## config.mk

```make
export PLATFORM = sky130hd
export DESIGN_NAME = lane_rr_sched
export DESIGN_NICKNAME = d
export VERILOG_FILES = /design/src/rtl/lane_sched_pkg.sv /design/src/rtl/rr_pick.sv /design/src/rtl/lane_rr_sched.sv
export SDC_FILE = /design/constraint.sdc
export NUM_CORES = 1
export LEC_CHECK = 0
export CAP_MARGIN = 20
export CORE_ASPECT_RATIO = 1.1
export CORE_MARGIN = 4
export CORE_UTILIZATION = 44
export DETAILED_ROUTE_END_ITERATION = 7
export MAX_ROUTING_LAYER = met4
export PLACE_DENSITY_LB_ADDON = 0.15
export SYNTH_ARGS = -nofsm -noshare
export SYNTH_HDL_FRONTEND = slang
export SYNTH_SLANG_ARGS = --single-unit
```

## constraint.sdc

```tcl
create_clock -name i_clk -period 1.6 [get_ports i_clk]
set_input_delay 0.32 -clock i_clk [delete_from_list [all_inputs] [get_ports i_clk]]
set_output_delay 0.32 -clock i_clk [all_outputs]
set_load 0.01 [all_outputs]
```

## src/rtl/lane_sched_pkg.sv

```systemverilog
// Shared types and helpers for the lane round-robin scheduler.
// Holds the FSM state encoding, lane-select encoding and pointer-advance helper.
package lane_sched_pkg;

  typedef enum logic [1:0] {
    IDLE = 2'd0,
    OWN  = 2'd1,
    GAP  = 2'd2
  } sched_state_e;

  localparam logic LANE_A = 1'b1;
  localparam logic LANE_B = 1'b0;

  // Hold counter must reach HOLD_CYC-1, and HOLD_CYC is at most 15.
  localparam int CNT_W = 4;

  function automatic int rr_next_ptr(input int idx, input int num_req);
    return (idx + 1 >= num_req) ? 0 : idx + 1;
  endfunction

endpackage

```

## src/rtl/rr_pick.sv

```systemverilog
// Combinational round-robin picker: first set request at or above ptr, wrapping.
// Produces a found flag, the winner index and the matching one-hot grant.
module rr_pick #(
  parameter int NUM_REQ = 4,
  parameter int IDXW    = $clog2(NUM_REQ)
) (
  input  logic [NUM_REQ-1:0] req,
  input  logic [IDXW-1:0]    ptr,
  output logic               found,
  output logic [IDXW-1:0]    idx,
  output logic [NUM_REQ-1:0] gnt
);

  // Scan from the farthest offset down so the nearest requester at or after ptr wins.
  always_comb begin
    int j;
    j     = 0;
    found = 1'b0;
    idx   = '0;
    gnt   = '0;
    for (int k = NUM_REQ - 1; k >= 0; k--) begin
      j = (int'(ptr) + k) % NUM_REQ;
      if (req[IDXW'(j)]) begin
        found = 1'b1;
        idx   = IDXW'(j);
      end
    end
    if (found) begin
      gnt[idx] = 1'b1;
    end
  end

endmodule

```

## src/rtl/lane_rr_sched.sv

```systemverilog
// Round-robin owner scheduler for the shared dual-lane capture pair.
// Grants one requester per bounded window, pulses capture-enable and alternates A/B lanes.
module lane_rr_sched
  import lane_sched_pkg::*;
#(
  parameter int NUM_REQ  = 4,
  parameter int HOLD_CYC = 2,
  parameter int IDXW     = $clog2(NUM_REQ)
) (
  input  logic               i_clk,
  input  logic               i_rst,
  input  logic [NUM_REQ-1:0] i_req,
  input  logic               i_release,
  output logic [NUM_REQ-1:0] o_gnt,
  output logic [IDXW-1:0]    o_gnt_idx,
  output logic               o_gnt_vld,
  output logic               o_cap_en,
  output logic               o_lane_sel,
  output logic               o_busy
);

  sched_state_e       r_state, w_state_nxt;
  logic [IDXW-1:0]    r_ptr, w_ptr_nxt;
  logic [CNT_W-1:0]   r_cnt, w_cnt_nxt;
  logic [NUM_REQ-1:0] r_gnt, w_gnt_nxt;
  logic [IDXW-1:0]    r_gnt_idx, w_gnt_idx_nxt;
  logic               r_cap_en, w_cap_en_nxt;
  logic               r_lane_sel, w_lane_sel_nxt;
  logic               r_busy, w_busy_nxt;

  logic               w_pick_found;
  logic [IDXW-1:0]    w_pick_idx;
  logic [NUM_REQ-1:0] w_pick_gnt;
  logic               w_exit;

  rr_pick #(
    .NUM_REQ(NUM_REQ),
    .IDXW   (IDXW)
  ) u_pick (
    .req  (i_req),
    .ptr  (r_ptr),
    .found(w_pick_found),
    .idx  (w_pick_idx),
    .gnt  (w_pick_gnt)
  );

  assign w_exit = (r_cnt == CNT_W'(HOLD_CYC - 1)) || i_release || !i_req[r_gnt_idx];

  // Every output is computed one cycle ahead here so the ports stay purely registered.
  always_comb begin
    w_state_nxt    = r_state;
    w_ptr_nxt      = r_ptr;
    w_cnt_nxt      = r_cnt;
    w_gnt_nxt      = r_gnt;
    w_gnt_idx_nxt  = r_gnt_idx;
    w_cap_en_nxt   = 1'b0;
    w_lane_sel_nxt = LANE_B;
    w_busy_nxt     = r_busy;
    case (r_state)
      IDLE, GAP: begin
        if (w_pick_found) begin
          w_state_nxt    = OWN;
          w_gnt_nxt      = w_pick_gnt;
          w_gnt_idx_nxt  = w_pick_idx;
          w_ptr_nxt      = IDXW'(rr_next_ptr(int'(w_pick_idx), NUM_REQ));
          w_cnt_nxt      = '0;
          w_cap_en_nxt   = 1'b1;
          w_lane_sel_nxt = LANE_A;
          w_busy_nxt     = 1'b1;
        end else begin
          w_state_nxt = IDLE;
          w_gnt_nxt   = '0;
          w_busy_nxt  = 1'b0;
        end
      end
      OWN: begin
        w_busy_nxt = 1'b1;
        if (w_exit) begin
          w_state_nxt = GAP;
          w_gnt_nxt   = '0;
        end else begin
          w_cnt_nxt      = r_cnt + CNT_W'(1);
          w_lane_sel_nxt = ~r_lane_sel;
        end
      end
      default: begin
        w_state_nxt = IDLE;
        w_gnt_nxt   = '0;
        w_busy_nxt  = 1'b0;
      end
    endcase
  end

  always_ff @(posedge i_clk or negedge i_rst) begin
    if (!i_rst) begin
      r_state    <= IDLE;
      r_ptr      <= '0;
      r_cnt      <= '0;
      r_gnt      <= '0;
      r_gnt_idx  <= '0;
      r_cap_en   <= 1'b0;
      r_lane_sel <= LANE_B;
      r_busy     <= 1'b0;
    end else begin
      r_state    <= w_state_nxt;
      r_ptr      <= w_ptr_nxt;
      r_cnt      <= w_cnt_nxt;
      r_gnt      <= w_gnt_nxt;
      r_gnt_idx  <= w_gnt_idx_nxt;
      r_cap_en   <= w_cap_en_nxt;
      r_lane_sel <= w_lane_sel_nxt;
      r_busy     <= w_busy_nxt;
    end
  end

  assign o_gnt      = r_gnt;
  assign o_gnt_idx  = r_gnt_idx;
  assign o_gnt_vld  = |r_gnt;
  assign o_cap_en   = r_cap_en;
  assign o_lane_sel = r_lane_sel;
  assign o_busy     = r_busy;

endmodule

```

==> metrics.md, run 1 <==
| Metric | Value |
|---|---|
| Status | finished with violations |
| Violated checks | negative setup slack |
| Core Box Area | 1800 um2 |
| Synth warn | 0 |
| Ports | 17 |
| Final WL | 1790 um |
| Gate power share | 52.7% |
| Die area | 2690 um2 |
| Worst vdd ir | 0.000918 V |
| Sequential power share | 35.9% |
| Layout cells sized above 1 | 37.4% |
| CTS Sinks | 17 |
| Clock power share | 11.4% |
| Startpoint types | flop |
| Initial core utilization | 47.0% |
| GRT overflow | 0 |
| CP max stage delay | 500 ps |
| Layout fillers | 143 |
| WP data required | 1280 ps |
| Tot GR Track Use | 15.8% |
| Via/cell ratio | 5.50 |
| Critical path capture point type | primary output |
| Top cells by area, synth | dfrtp_1 50%, ha_1 10%, a22o_1 4.1%, o21ai_0 3.5%, nand2_1 3.1% |
| Pre-CTS setup slack | -496 ps |
| Synthesis-stage register bit count | 17 |
| CP Buf/Inv Count | 1 |
| # rows | 16 |
| Mean Syn Cell Area | 11.4 um2 |
| CTS max path bufs | 2 |
| Reg2reg path depth | 5 |
| Final period util | 103% |
| R2R Setup Slk | 0 ps |
| DRC errors left | 0 |
| Worst-Skew Late Latency | 290 ps |
| Sequential area share after synthesis | 50.2% |
| Switching fraction of total power | 37.9% |
| First-pass GRT wire length | 3060 um |
| Initial antenna violation count | 0 |
| Gr busiest metal | met2 |
| Largest net degree at the start of global routing | 18 |
| Area growth, synth to finish | 44.0% |
| Routability cong. | 0.813 |
| Design area | 1220 um2 |
| Synth unique cells | 26 |
| TritonCTS Buffers | 3 |
| Post-synth top area share | 50.2% |
| Fin nets | 122 |
| H-tree depth | 1 |
| Critical path type | flop to primary output |
| Critical-path cell list | or4_1 > buf_2 |
| Synth Instances | 74 |
| CTS Hold Bufs | 0 |
| Vias in the first global route | 690 |
| MaxCap Viol Count | 0 |
| Fin. max-slew vios | 0 |
| Fmax | 608 MHz |
| Post-route ant nets | 0 |
| Worst clock skew | 7.41 ps |
| Via count | 688 |
| Detailed-router iteration count before antenna repair | 4 |
| Number of DRC markers in iteration 0 | 7 |
| Leak | 0.616 nW |
| Commonest cells after routing, fill and taps aside | 15 x dfrtp_1, 14 x buf_4, 7 x dlygate4sd2_1 |
| Routing usage on met2 | 27.3% |
| PortBufs | 16 |
| Vert. Die Dim | 54.0 um |
| Synthesized cell area | 847 um2 |
| RSZ-0062 raised after global routing | true |
| Post-Syn Nets | 88 |
| Pint | 1.27 mW |
| M3 GR Usage | 3.32% |
| FF-to-FF End | o_gnt[2] |
| CP arrival | 1330 ps |
| Sw power | 0.773 mW |
| CTS root buffer | clkbuf_4 |
| Minimum clock period | 1650 ps |
| Area leader, netlist | dfrtp_1 |
| Hold Fails Final Rpt | 0 |
| TritonCTS clock tree | built |
| CP max-delay cell | or4_1 |
| Power per cell area | 1670 nW/um2 |
| Finish-stage setup viols | 1 |
| Met1 Use GR | 17.5% |
| Reg-to-Reg Start | r_ptr[1] |
| Hold Crit Class | primary input to asynchronous set/reset pin |
| Post-DP HPWL | 1300 um |
| Die width | 49.8 um |
| Placed inst area | 1130 um2 |
| Commonest non-fill, non-tap cell in the layout | dfrtp_1 |
| Final design utilization | 67.7% |
| Wirelength per Cell | 14.3 um |
| Tightest Pin Transition | 301 ps |
| Crit path max-delay family | simple AND/OR/NAND/NOR gates |
| Critical-path maximum fanout | 2 |
| Worst setup path start | o_gnt[2] |
| Antenna Cells | 0 |
| Clock-pin transition on the worst setup and hold timing paths | 100 ps |
| Setup ws final | -45.3 ps |
| Max_slew headroom | 79.9% |
-- power groups by stage --
stage,registers (mW),clock network (mW),logic [mW]
6_report,0.734,0.232,1.08
5_1_grt,0.757,0.261,1.18
4_1_cts,0.711,0.234,1.04
3_5_place_dp,0.712,0,1.02
3_3_place_gp,0.709,0,1.01
2_1_floorplan,0.754,0,0.469
-- registers in the layout (all words and copies together) (netlist names) --
| signal | flops |
|---|---|
| o_gnt | 4 |
| r_cnt | 4 |
| o_gnt_idx | 2 |
| r_ptr | 2 |
| r_state | 2 |
| o_busy | 1 |
| o_cap_en | 1 |
| o_lane_sel | 1 |
-- metrics by stage --
| stage | setup TNS [ps] | power (mW) | hold WS (ps) | std cells |
|---|---|---|---|---|
| floorplan | 0 | 1.22 | 24.4 | 74 |
| finish | -45.3 | 2.04 | 343 | 125 |
| detailed placement | -5500 | 1.73 | 460 | 119 |
| global route | -369 | 2.20 | 360 | 125 |
| CTS | -43.9 | 1.98 | 354 | 124 |
| global placement | -4690 | 1.72 | 452 | 119 |
-- synth_stat cells --
master	number
mux4_2	1
o31ai_1	1
ha_1	7
clkbuf_1	1
or2_2	1
dfrtp_1	17
nand3_1	4
or4_1	1
clkinv_1	1
nor4_1	1
nand2_1	7
nand2b_1	1
mux2i_1	2
a22o_1	4
a21oi_1	3
a31oi_1	1
a211oi_1	2
and2b_1	1
inv_1	5
and4_2	1
or3_1	1
o21ai_0	6
nand4_4	1
mux2_2	2
nor3b_1	1
or3b_2	1
-- worst max-delay path by stage --
stage / endpoint / depth (start not counted) / slack, ps
detailed placement: r_ptr[1] / 6 / -500
CTS: o_gnt_vld / 2 / -40
finish: o_gnt_vld / 2 / -50
global placement: o_gnt[2] / 6 / -410
floorplan: r_cnt[2] / 6 / 20
global route: o_gnt_vld / 2 / -90
-- worst register-to-register path, stage by stage, from the launching register on --
cell      delay [ps]
dfrtp_2          490
mux2i_2          190
a211oi_4         350
inv_2             80
ha_1             180
a22o_1           200
-- layout make-up --
| cell class | instances | area [um2] | area share, % |
|---|---|---|---|
| clock buffer | 4 | 26.3 | 2.15 |
| tap | 18 | 22.5 | 1.85 |
| multi-input combinational | 50 | 460 | 37.7 |
| sequential | 17 | 428 | 35.1 |
| inverter | 6 | 23.8 | 1.95 |
| timing repair buffer | 30 | 259 | 21.2 |
-- cell families (layout without fill, tap and decap cells) --
| logic type | after synthesis | in the layout | synth area share, % |
|---|---|---|---|
| AOI/OAI and AO/OA | 17 | 17 | 12.9 |
| buffers and inverters | 7 | 40 | 3.10 |
| muxes | 5 | 5 | 7.68 |
| and+or+nand+nor | 21 | 21 | 15.8 |
| DFF | 17 | 17 | 50.2 |
| adders and majority gates | 7 | 7 | 10.3 |
-- per-layer routing --
layer,wire (um),vias up
met5,0,-
met1,772,326
li1,-,336
met4,34,0
met3,79,4
met2,903,22
-- timing repair --
item                                    4_1_cts  5_1_grt
hold endpoints to repair                      0        0
resized for setup                            19       14
endpoints found under the setup margin       14       10
pin swaps                                     4        6
buffers inserted                              1        1
Note: power is estimated with default switching activity, not from simulation.
==> run 2: changes to the inputs <==
--- a/config.mk
+++ b/config.mk
@@ -5,6 +5,7 @@
 export SDC_FILE = /design/constraint.sdc
 export NUM_CORES = 1
 export LEC_CHECK = 0
+export ABC_AREA = 0
 export CAP_MARGIN = 20
 export CORE_ASPECT_RATIO = 1.1
 export CORE_MARGIN = 4
@@ -12,6 +13,7 @@
 export DETAILED_ROUTE_END_ITERATION = 7
 export MAX_ROUTING_LAYER = met4
 export PLACE_DENSITY_LB_ADDON = 0.15
+export SLEW_MARGIN = 20
 export SYNTH_ARGS = -nofsm -noshare
 export SYNTH_HDL_FRONTEND = slang
 export SYNTH_SLANG_ARGS = --single-unit
==> results of run 2 <==
Final layout, timing and power as in run 1 (identical DEF).
==> run 3: changes to the inputs <==
==> constraint.sdc (replaced) <==
create_clock -name i_clk -period 1.6 [get_ports i_clk]
set_input_delay 0.16 -clock i_clk [delete_from_list [all_inputs] [get_ports i_clk]]
set_output_delay 0.16 -clock i_clk [all_outputs]
set_load 0.01 [all_outputs]
==> run 3 against run 2 <==
Net effect:
- the run still ends with negative setup slack left
- count of clock-buffer cells in the layout down 1
- combinational power up 6%
- register-to-register slack worse by 60 ps
- routed wire length up 8.7%
- sequential cell count unchanged
- global-route usage up 0.65 points
- hold slack worse by 170 ps
- cell count unchanged
- clock skew down 2.1 ps
- largest cell class unchanged
- highest routed layer unchanged
==> metrics.md, run 3 (synthesized netlist as in run 1, its figures left out) <==
| Metric | Value |
|---|---|
| Pre-CTS setup slack | -300 ps (was -496 ps) |
| Area growth, synth to finish | 47.3% (was 44.0%) |
| Wirelength per Cell | 15.6 um (was 14.3 um) |
| Vias in the first global route | 675 (was 690) |
| MaxCap Viol Count | 0 (unchanged) |
| Core Box Area | 1800 um2 (unchanged) |
| GRT overflow | 0 (unchanged) |
| Detailed-router iteration count before antenna repair | 4 (unchanged) |
| Initial antenna violation count | 0 (unchanged) |
| CTS Hold Bufs | 0 (unchanged) |
| Minimum clock period | 1660 ps (was 1650 ps) |
| Critical-path maximum fanout | 6 (was 2) |
| Critical-path cell list | nor3b_4 > buf_4 > a211oi_4 > buf_4 > ha_1 > a22o_1 (was or4_1 > buf_2) |
| Commonest cells after routing, fill and taps aside | 15 x clkdlybuf4s50_1, 15 x dfrtp_1, 14 x buf_4 (was 15 x dfrtp_1, 14 x buf_4, 7 x dlygate4sd2_1) |
| Vert. Die Dim | 54.0 um (unchanged) |
| Violated checks | negative setup slack (unchanged) |
| Startpoint types | flop (unchanged) |
| Via count | 694 (was 688) |
| WP data required | 1790 ps (was 1280 ps) |
| Worst clock skew | 5.35 ps (was 7.41 ps) |
| Worst vdd ir | 0.00107 V (was 0.000918 V) |
| FF/Latch Area | 428 um2 (unchanged) |
| Antenna Cells | 0 (unchanged) |
| Layout cells sized above 1 | 41.1% (was 37.4%) |
| CP Depth | 6 (was 2) |
| CTS root buffer | clkbuf_4 (unchanged) |
| # rows | 16 (unchanged) |
| Via/cell ratio | 5.55 (was 5.50) |
| Number of DRC markers in iteration 0 | 18 (was 7) |
| Post-route ant nets | 0 (unchanged) |
| Critical path capture point type | flop (was primary output) |
| Status | finished with violations (unchanged) |
| Hold Crit Class | primary input to asynchronous set/reset pin (unchanged) |
| First-pass GRT wire length | 3110 um (was 3060 um) |
| Worst-Skew Late Latency | 290 ps (about the same) |
| CTS max path bufs | 2 (unchanged) |
| Max_slew headroom | 79.8% (was 79.9%) |
| Initial core utilization | 47.0% (unchanged) |
| CP dominant cell by count | buf_4 |
| Reg2reg path depth | 6 (was 5) |
| DRC errors left | 0 (unchanged) |
| Final WL | 1950 um (was 1790 um) |
| Final design utilization | 69.2% (was 67.7%) |
| CP Buf/Inv Count | 2 (was 1) |
| Fin nets | 122 (unchanged) |
| Ports | 17 (unchanged) |
| Post-DP HPWL | 1300 um (about the same) |
| Crit path max-delay family | flip-flops (was simple AND/OR/NAND/NOR gates) |
| CP max stage delay | 510 ps (was 500 ps) |
| Die width | 49.8 um (unchanged) |
| Layout fillers | 130 (was 143) |
| Largest net degree at the start of global routing | 18 (unchanged) |
| Die area | 2690 um2 (unchanged) |
| H-tree depth | 1 (unchanged) |
| TritonCTS clock tree | built (unchanged) |
| Fmax | 601 MHz (was 608 MHz) |
| RSZ-0062 raised after global routing | true (unchanged) |
| Finish-stage setup viols | 5 (was 1) |
| Final period util | 104% (was 103%) |
| Fin. max-slew vios | 0 (unchanged) |
| Tightest Pin Transition | 302 ps (was 301 ps) |
| Clock-pin transition on the worst setup and hold timing paths | 110 ps (was 100 ps) |
| Leak | 0.554 nW (was 0.616 nW) |
| CTS Sinks | 17 (unchanged) |
| PortBufs | 16 (unchanged) |
| Critical path type | flop to flop (was flop to primary output) |
| Setup ws final | -63.9 ps (was -45.3 ps) |
| Power per cell area | 1720 nW/um2 (was 1670 nW/um2) |
| CP max-delay cell | dfrtp_2 (was or4_1) |
| Routability cong. | 0.811 (was 0.813) |
| CP arrival | 1850 ps (was 1330 ps) |
| Tot GR Track Use | 16.5% (was 15.8%) |
| TritonCTS Buffers | 3 (unchanged) |
| Multi-input logic area | 487 um2 (was 460 um2) |
| Hold Fails Final Rpt | 0 (unchanged) |
-- run 3: worst register-to-register path: cells and delay by family, from the launching register on --
kind / cells / cell delay, ps
AND/OR/NAND/NOR: 1 / 300
buffers and inverters: 2 / 320
AO/OA/AOI/OAI: 2 / 250
adder cells (fa/ha/maj): 1 / 190
flip-flops: 1 / 510
-- run 3: worst paths after layout --
kind                             from    endpoint  slack (ps)
min                             i_rst    o_cap_en         170
min reg2reg                o_lane_sel  o_lane_sel         480
max in group asynchronous       i_rst    r_ptr[0]        1220
min in group i_clk         o_lane_sel  o_lane_sel         480
max                          r_ptr[1]    o_gnt[3]         -60
max reg2reg                  r_ptr[1]    o_gnt[3]         -60
-- run 3: power by group --
part	internal, mW	switching (mW)
combinational	0.628	0.523
sequential	0.597	0.157
clock	0.0930	0.142
-- run 3: repair_timing --
| action | in CTS | in global routing |
|---|---|---|
| buffers inserted | 2 | 2 |
| endpoints found under the setup margin | 7 | 10 |
| resized for setup | 12 | 16 |
| pin swaps | 5 | 6 |
-- run 3: per-stage QoR --
stage	setup TNS, ps	power [mW]	cells	hold WS, ps	instance area, um2
finish	-179	2.14	125	175	1250
global route	-628	2.31	125	188	1250
CTS	-7.28	2.02	123	176	1190
detailed placement	-2510	1.71	117	462	1110
global placement	-2210	1.68	117	456	1110
floorplan	0	1.22	74	-136	858
-- run 3: per-layer routing --
metal	vias up	global-route usage [%]	share of wire, %
li1	332	-	-
met1	340	18.6	44
met2	18	26.7	49
met3	4	3.88	4.4
met4	0	10.6	1.9
met5	-	-	0
-- run 3: final cells by class --
type                    count  share of cell area [%]
clock buffers               3                    1.81
flip-flops and latches     17                    34.3
well taps                  18                    1.81
clock inverters             1                   0.401
repair buffers             30                    20.9
inverters                   6                    1.81
multi-input cells          50                    39.0
